==> config.mk <==
export PLATFORM = sky130hd
export DESIGN_NAME = mux_pipe_n
export DESIGN_NICKNAME = d
export VERILOG_FILES = /design/src/rtl/mux_pipe_pkg.sv /design/src/rtl/mux_pipe_fifo.sv /design/src/rtl/mux_pipe_n.sv
export SDC_FILE = /design/constraint.sdc
export NUM_CORES = 1
export LEC_CHECK = 0
export BUFFER_PORTS_ARGS = -buffer_cell sky130_fd_sc_hd__buf_4
export CORE_UTILIZATION = 49
export DETAILED_ROUTE_END_ITERATION = 12
export PLACE_DENSITY = 0.86
export SYNTH_ARGS = -nofsm -noshare
export SYNTH_HDL_FRONTEND = slang
export SYNTH_SLANG_ARGS = --single-unit
==> constraint.sdc <==
create_clock -name clk -period 5.57 [get_ports clk]
set_input_delay 0.8355 -clock clk [delete_from_list [all_inputs] [get_ports clk]]
set_output_delay 0.8355 -clock clk [all_outputs]
set_load 0.03 [all_outputs]
==> src/rtl/mux_pipe_pkg.sv <==
// Shared definitions for the mux_pipe block.
//   sel_width()  : select-port width for a given lane count, never below 1.
//   ERR_CNT_W    : width of the saturating out-of-range select counter.
//   ERR_CNT_MAX  : saturation value of that counter.
package mux_pipe_pkg;

    localparam int unsigned ERR_CNT_W = 16;
    localparam logic [ERR_CNT_W-1:0] ERR_CNT_MAX = '1;

    function automatic int unsigned sel_width(input int unsigned n);
        return (n <= 2) ? 1 : $clog2(n);
    endfunction

endpackage

==> src/rtl/mux_pipe_fifo.sv <==
// Small synchronous FIFO used as the mux_pipe output buffer.
// Ports:
//   clk, rst      : clock, synchronous active-high reset (clears pointers/occupancy)
//   push, wdata   : write request and entry; ignored while full
//   pop           : read request; ignored while empty
//   rdata         : head entry (valid only while !empty)
//   full, empty   : registered occupancy flags
module mux_pipe_fifo #(
    parameter int unsigned WIDTH_E = 8,
    parameter int unsigned DEPTH   = 2
) (
    input  logic               clk,
    input  logic               rst,
    input  logic               push,
    input  logic               pop,
    input  logic [WIDTH_E-1:0] wdata,
    output logic [WIDTH_E-1:0] rdata,
    output logic               full,
    output logic               empty
);

    localparam int unsigned PTR_W = (DEPTH <= 2) ? 1 : $clog2(DEPTH);
    localparam int unsigned CNT_W = PTR_W + 1;

    logic [WIDTH_E-1:0] mem [DEPTH];
    logic [PTR_W-1:0]   wr_ptr;
    logic [PTR_W-1:0]   rd_ptr;
    logic [CNT_W-1:0]   count;
    logic               do_push;
    logic               do_pop;

    assign do_push = push && !full;
    assign do_pop  = pop && !empty;
    assign full    = (count == CNT_W'(DEPTH));
    assign empty   = (count == '0);
    assign rdata   = mem[rd_ptr];

    // DEPTH is a power of two, so pointers wrap by plain overflow.
    always_ff @(posedge clk) begin
        if (rst) begin
            wr_ptr <= '0;
            rd_ptr <= '0;
            count  <= '0;
        end else begin
            if (do_push) wr_ptr <= wr_ptr + PTR_W'(1);
            if (do_pop)  rd_ptr <= rd_ptr + PTR_W'(1);
            case ({do_push, do_pop})
                2'b10:   count <= count + CNT_W'(1);
                2'b01:   count <= count - CNT_W'(1);
                default: count <= count;
            endcase
        end
    end

    always_ff @(posedge clk) begin
        if (do_push) mem[wr_ptr] <= wdata;
    end

endmodule

==> src/rtl/mux_pipe_n.sv <==
// N-input lane multiplexer with a buffered valid/ready output.
// The selected WIDTH-bit lane is computed at acceptance and queued together
// with the select value and an out-of-range flag.
// Ports:
//   clk, rst             : clock, synchronous active-high reset
//   in_data              : N_IN packed lanes, lane k = in_data[k*WIDTH +: WIDTH]
//   in_sel, in_valid     : lane index and its qualifier
//   in_ready             : buffer can accept this cycle (registered state only)
//   out_data/sel/err     : head entry, zero while out_valid is low
//   out_valid, out_ready : output handshake
//   err_cnt              : saturating count of accepted out-of-range selects
module mux_pipe_n
    import mux_pipe_pkg::*;
#(
    parameter  int unsigned N_IN  = 64,
    parameter  int unsigned WIDTH = 1,
    parameter  int unsigned DEPTH = 2,
    localparam int unsigned SEL_W = sel_width(N_IN)
) (
    input  logic                  clk,
    input  logic                  rst,
    input  logic [N_IN*WIDTH-1:0] in_data,
    input  logic [SEL_W-1:0]      in_sel,
    input  logic                  in_valid,
    output logic                  in_ready,
    output logic [WIDTH-1:0]      out_data,
    output logic [SEL_W-1:0]      out_sel,
    output logic                  out_err,
    output logic                  out_valid,
    input  logic                  out_ready,
    output logic [ERR_CNT_W-1:0]  err_cnt
);

    localparam int unsigned ENTRY_W = 1 + SEL_W + WIDTH;

    logic               alive;
    logic               full;
    logic               empty;
    logic               accept;
    logic               pop;
    logic [WIDTH-1:0]   sel_data;
    logic               sel_err;
    logic [ENTRY_W-1:0] head;

    // Low through reset, high from the first cycle after release; keeps
    // in_ready purely registered.
    always_ff @(posedge clk) begin
        if (rst) alive <= 1'b0;
        else     alive <= 1'b1;
    end

    assign in_ready  = alive && !full;
    assign accept    = in_valid && in_ready && !rst;
    assign out_valid = !empty;
    assign pop       = out_valid && out_ready;

    // Lanes beyond N_IN never match, so out-of-range selects yield zero.
    always_comb begin
        sel_data = '0;
        for (int unsigned k = 0; k < N_IN; k++) begin
            if (in_sel == SEL_W'(k)) sel_data = in_data[k*WIDTH +: WIDTH];
        end
    end

    assign sel_err = ({1'b0, in_sel} >= (SEL_W+1)'(N_IN));

    always_ff @(posedge clk) begin
        if (rst) begin
            err_cnt <= '0;
        end else if (accept && sel_err && (err_cnt != ERR_CNT_MAX)) begin
            err_cnt <= err_cnt + ERR_CNT_W'(1);
        end
    end

    mux_pipe_fifo #(
        .WIDTH_E (ENTRY_W),
        .DEPTH   (DEPTH)
    ) u_fifo (
        .clk   (clk),
        .rst   (rst),
        .push  (accept),
        .pop   (pop),
        .wdata ({sel_err, in_sel, sel_data}),
        .rdata (head),
        .full  (full),
        .empty (empty)
    );

    always_comb begin
        out_data = '0;
        out_sel  = '0;
        out_err  = 1'b0;
        if (out_valid) begin
            {out_err, out_sel, out_data} = head;
        end
    end

endmodule
==> results.ini <==
[placement]
placement.io_buffers=82
routability_cong=0.905
placed_cells_incl_taps=338
place.detailed.hpwl_um=3830

[power_and_ir_drop]
total_power_mw=0.497
cellInternalPower_mw=0.325
irDropWorstVdd_v=0.000104
p_sw_mw=0.173
power-per-cell-area_mw_per_mm2=200
proportion_of_power_drawn_by_the_clock_network_pct=21.6
netSwitchingFraction_pct=34.7
sequential_fraction_of_design_power_pct=35.9
p_comb_share_pct=42.5
power.static_leakage_nw=1.06

[sta]
grt_setup_unrepaired=false
period_minus_slack_ns=2.76
final_clock_skew_ns=0.00321
setup-violations-final=0
fin_worst_hold_slack_ns=0.556
report.final.slew_viol_count=0
timing.max_slew.rel_slack_pct=56.6
highest_attainable_clock_frequency_ghz=0.363
fin_tns_setup_ns=0
timing.final.crit_share_pct=49.5
timing_worst_slew_pin_value_ns=0.649
hold_fails_final_rpt=0

[logic_synthesis]
syn-instance-count=225
synth-edff-count=14
synth_flop_cell=sky130_fd_sc_hd__edfxtp_1
post_synth_instance_area_mm2=0.00191
synth_common_cells=sky130_fd_sc_hd__nor2_1 (26), sky130_fd_sc_hd__mux2i_1 (19), sky130_fd_sc_hd__buf_4 (17), sky130_fd_sc_hd__edfxtp_1 (14), sky130_fd_sc_hd__a21oi_1 (10)
yosysTopAreaCellShare_pct=22.1
synthMostInstantiatedCell=sky130_fd_sc_hd__nor2_1
ffs_w_async_s_r_synth_pct=0
post_synth.cell_area_avg_um2=8.47
part_of_the_yosys_area_used_for_sequential_elements_pct=28.4
ys.warnings.count=0
synth-seq-cells=20
yosys.area.top_type=sky130_fd_sc_hd__edfxtp_1
synthTopCellsByArea=sky130_fd_sc_hd__edfxtp_1 (22%), sky130_fd_sc_hd__mux2i_1 (10%), sky130_fd_sc_hd__buf_4 (6.7%)
yosysUniqueCellTypes=54

[layout]
finalCoreUtilization_pct=67.5
post_layout_nonfiller_instances=342
layout.filler_cells=320
layout_cells_sized_above_1_pct=32.7
finalNetCount=370
area_growth_from_synthesis_to_layout_pct=30.7
insertedDiodeCount=0

[setup_path]
worst_path_largest_cell_delay_ns=0.57
path_class=primary input to register
worstPathMaxFanout=39
rrSetupSlack_ns=3.66
crit_required_ns=5.56
crit_path_start_kind=primary input
slowest_library_cell_on_the_worst_path=sky130_fd_sc_hd__mux4_2
worst_setup_path_end_kind=register
crit_chain=buf_4 -> mux4_2 -> o21bai_2 -> o32ai_1 -> a311o_1 -> a221oi_2 -> a31oi_1
data_arrival_at_the_endpoint_of_the_critical_path_ns=2.75

[cts]
cts.hold.buffers_added=0
cts.reportedPaths.clkPinSlew_ns=0.07
post-cts-setup-buffer-count=0
clk_lat_worst_skew_ns=0.26
post_cts_resized=0
cts-root-buf=sky130_fd_sc_hd__clkbuf_8
clock_sinks=20
cts_buffers=3
clock_tree_from_tritoncts=yes
h-tree-depth=1
cts_max_path_buffers=2

[route]
wl_per_cell_um=14.6
avgViaCountPerCell=5.70
routed-via-count=1949
drt_first_iter_violations=55
remaining_drc_errors=0
drt_first_pass_iters=4
wl_final_um=5000
antenna_violating_nets_post_route=0

[global_routing]
first_pass_grt_wire_length_um=7870
grt_remaining_overflow=0
grt_util_all_layers_pct=24.5
grt_start_max_net_pins=40
number_of_antenna_violations_at_the_first_check_in_global_routing=0
first_global_vias=1767

[die]
ioPinCount=100
core.rowCount=22
core_outline_area_mm2=0.00369
die_height_um=64.4
start_util_pct=51.7
fp.dieArea_mm2=0.00414
die-width_um=64.4

[worst_hold_path]
worstHoldPathType=register to register

[status]
run_status=complete, no violations

[job]
cap_viol_max_count=0

[power groups by stage]
stage | Combinational [mW] | Clock (mW) | Sequential (mW)
6_report | 0.211 | 0.108 | 0.179
5_1_grt | 0.228 | 0.113 | 0.180
4_1_cts | 0.211 | 0.109 | 0.178
3_5_place_dp | 0.210 | 0 | 0.182
3_3_place_gp | 0.207 | 0 | 0.181
2_1_floorplan | 0.147 | 0 | 0.176
[layer usage]
layer  vias to the layer above  global-route usage, %  part of all wire [%]
li1                        944                      -                     -
met1                       905                   30.1                    40
met2                        96                   44.9                    52
met3                         4                   3.04                   7.0
met4                         0                   6.11                  0.84
met5                         -                      0                     0
[kinds of logic (layout without fill, tap and decap cells)]
family                     after synthesis  in the layout  synth area share, %
adders and majority gates                1              1                0.656
AOI/OAI and AO/OA                       60             60                 22.3
other                                    1             17                0.197
muxes                                   26             26                 15.3
xor gates and xnor gates                 4              4                 1.84
buffers and inverters                   42             95                 12.5
DFF                                     20             20                 28.4
and+or+nand+nor                         71             71                 18.8
[cell usage in the layout (no fill, tap or decap), types with 3 or more instances in the layout]
cell	Yosys	layout
sky130_fd_sc_hd__a21oi_1	10	10
sky130_fd_sc_hd__and3_1	3	3
sky130_fd_sc_hd__or3_1	3	3
sky130_fd_sc_hd__nand3_1	6	6
sky130_fd_sc_hd__conb_1	1	17
sky130_fd_sc_hd__o21ai_0	6	6
sky130_fd_sc_hd__edfxtp_1	14	14
sky130_fd_sc_hd__dfxtp_1	6	6
sky130_fd_sc_hd__o21ai_1	3	3
sky130_fd_sc_hd__xnor2_1	3	3
sky130_fd_sc_hd__nand2b_1	6	6
sky130_fd_sc_hd__nand2_1	9	9
sky130_fd_sc_hd__nor2b_1	8	8
sky130_fd_sc_hd__buf_4	17	82
sky130_fd_sc_hd__clkbuf_8	0	4
sky130_fd_sc_hd__nor2_1	26	26
sky130_fd_sc_hd__o211ai_1	4	4
sky130_fd_sc_hd__a211oi_1	3	3
sky130_fd_sc_hd__a31oi_1	8	8
sky130_fd_sc_hd__mux2_2	4	4
sky130_fd_sc_hd__mux2i_1	19	19
sky130_fd_sc_hd__a221oi_1	4	4
sky130_fd_sc_hd__inv_1	8	8
[through the flow]
stage               setup WS [ns]  area, um^2
finish                       2.81        2490
global route                 2.71        2490
CTS                          2.82        2490
detailed placement           2.55        2440
global placement             2.57        2440
floorplan                    2.99        1970
[path summary, 6_finish.rpt]
path | from | to | cells after the start
setup / recovery | in_sel[0] | u_fifo.mem[1][0] | 7
hold / removal | u_fifo.count[1] | u_fifo.count[1] | 2
setup reg to reg | u_fifo.count[0] | u_fifo.count[1] | 5
hold reg to reg | u_fifo.count[1] | u_fifo.count[1] | 2
[flip-flops by register name, summed over array words and instances, names as in the netlist, named ones only]
signal,flops
u_fifo.wr_ptr,1
alive,1
u_fifo.count,2
u_fifo.rd_ptr,1
u_fifo.mem,14
[area by class of cell]
class	instances	area, um^2	area share, %
flip-flops and latches	20	541	21.7
repair buffers	82	616	24.7
well taps	48	60.1	2.41
multi-input cells	179	1190	47.6
clock buffers	4	55.1	2.21
inverters	9	33.8	1.36
[worst max-delay path, delay by kind of cell]
family | cells | cell delay, ns
compound gates | 5 | 0.96
mux | 1 | 0.57
buf+inv | 1 | 0.37
Power figures use the tool's default switching activity.
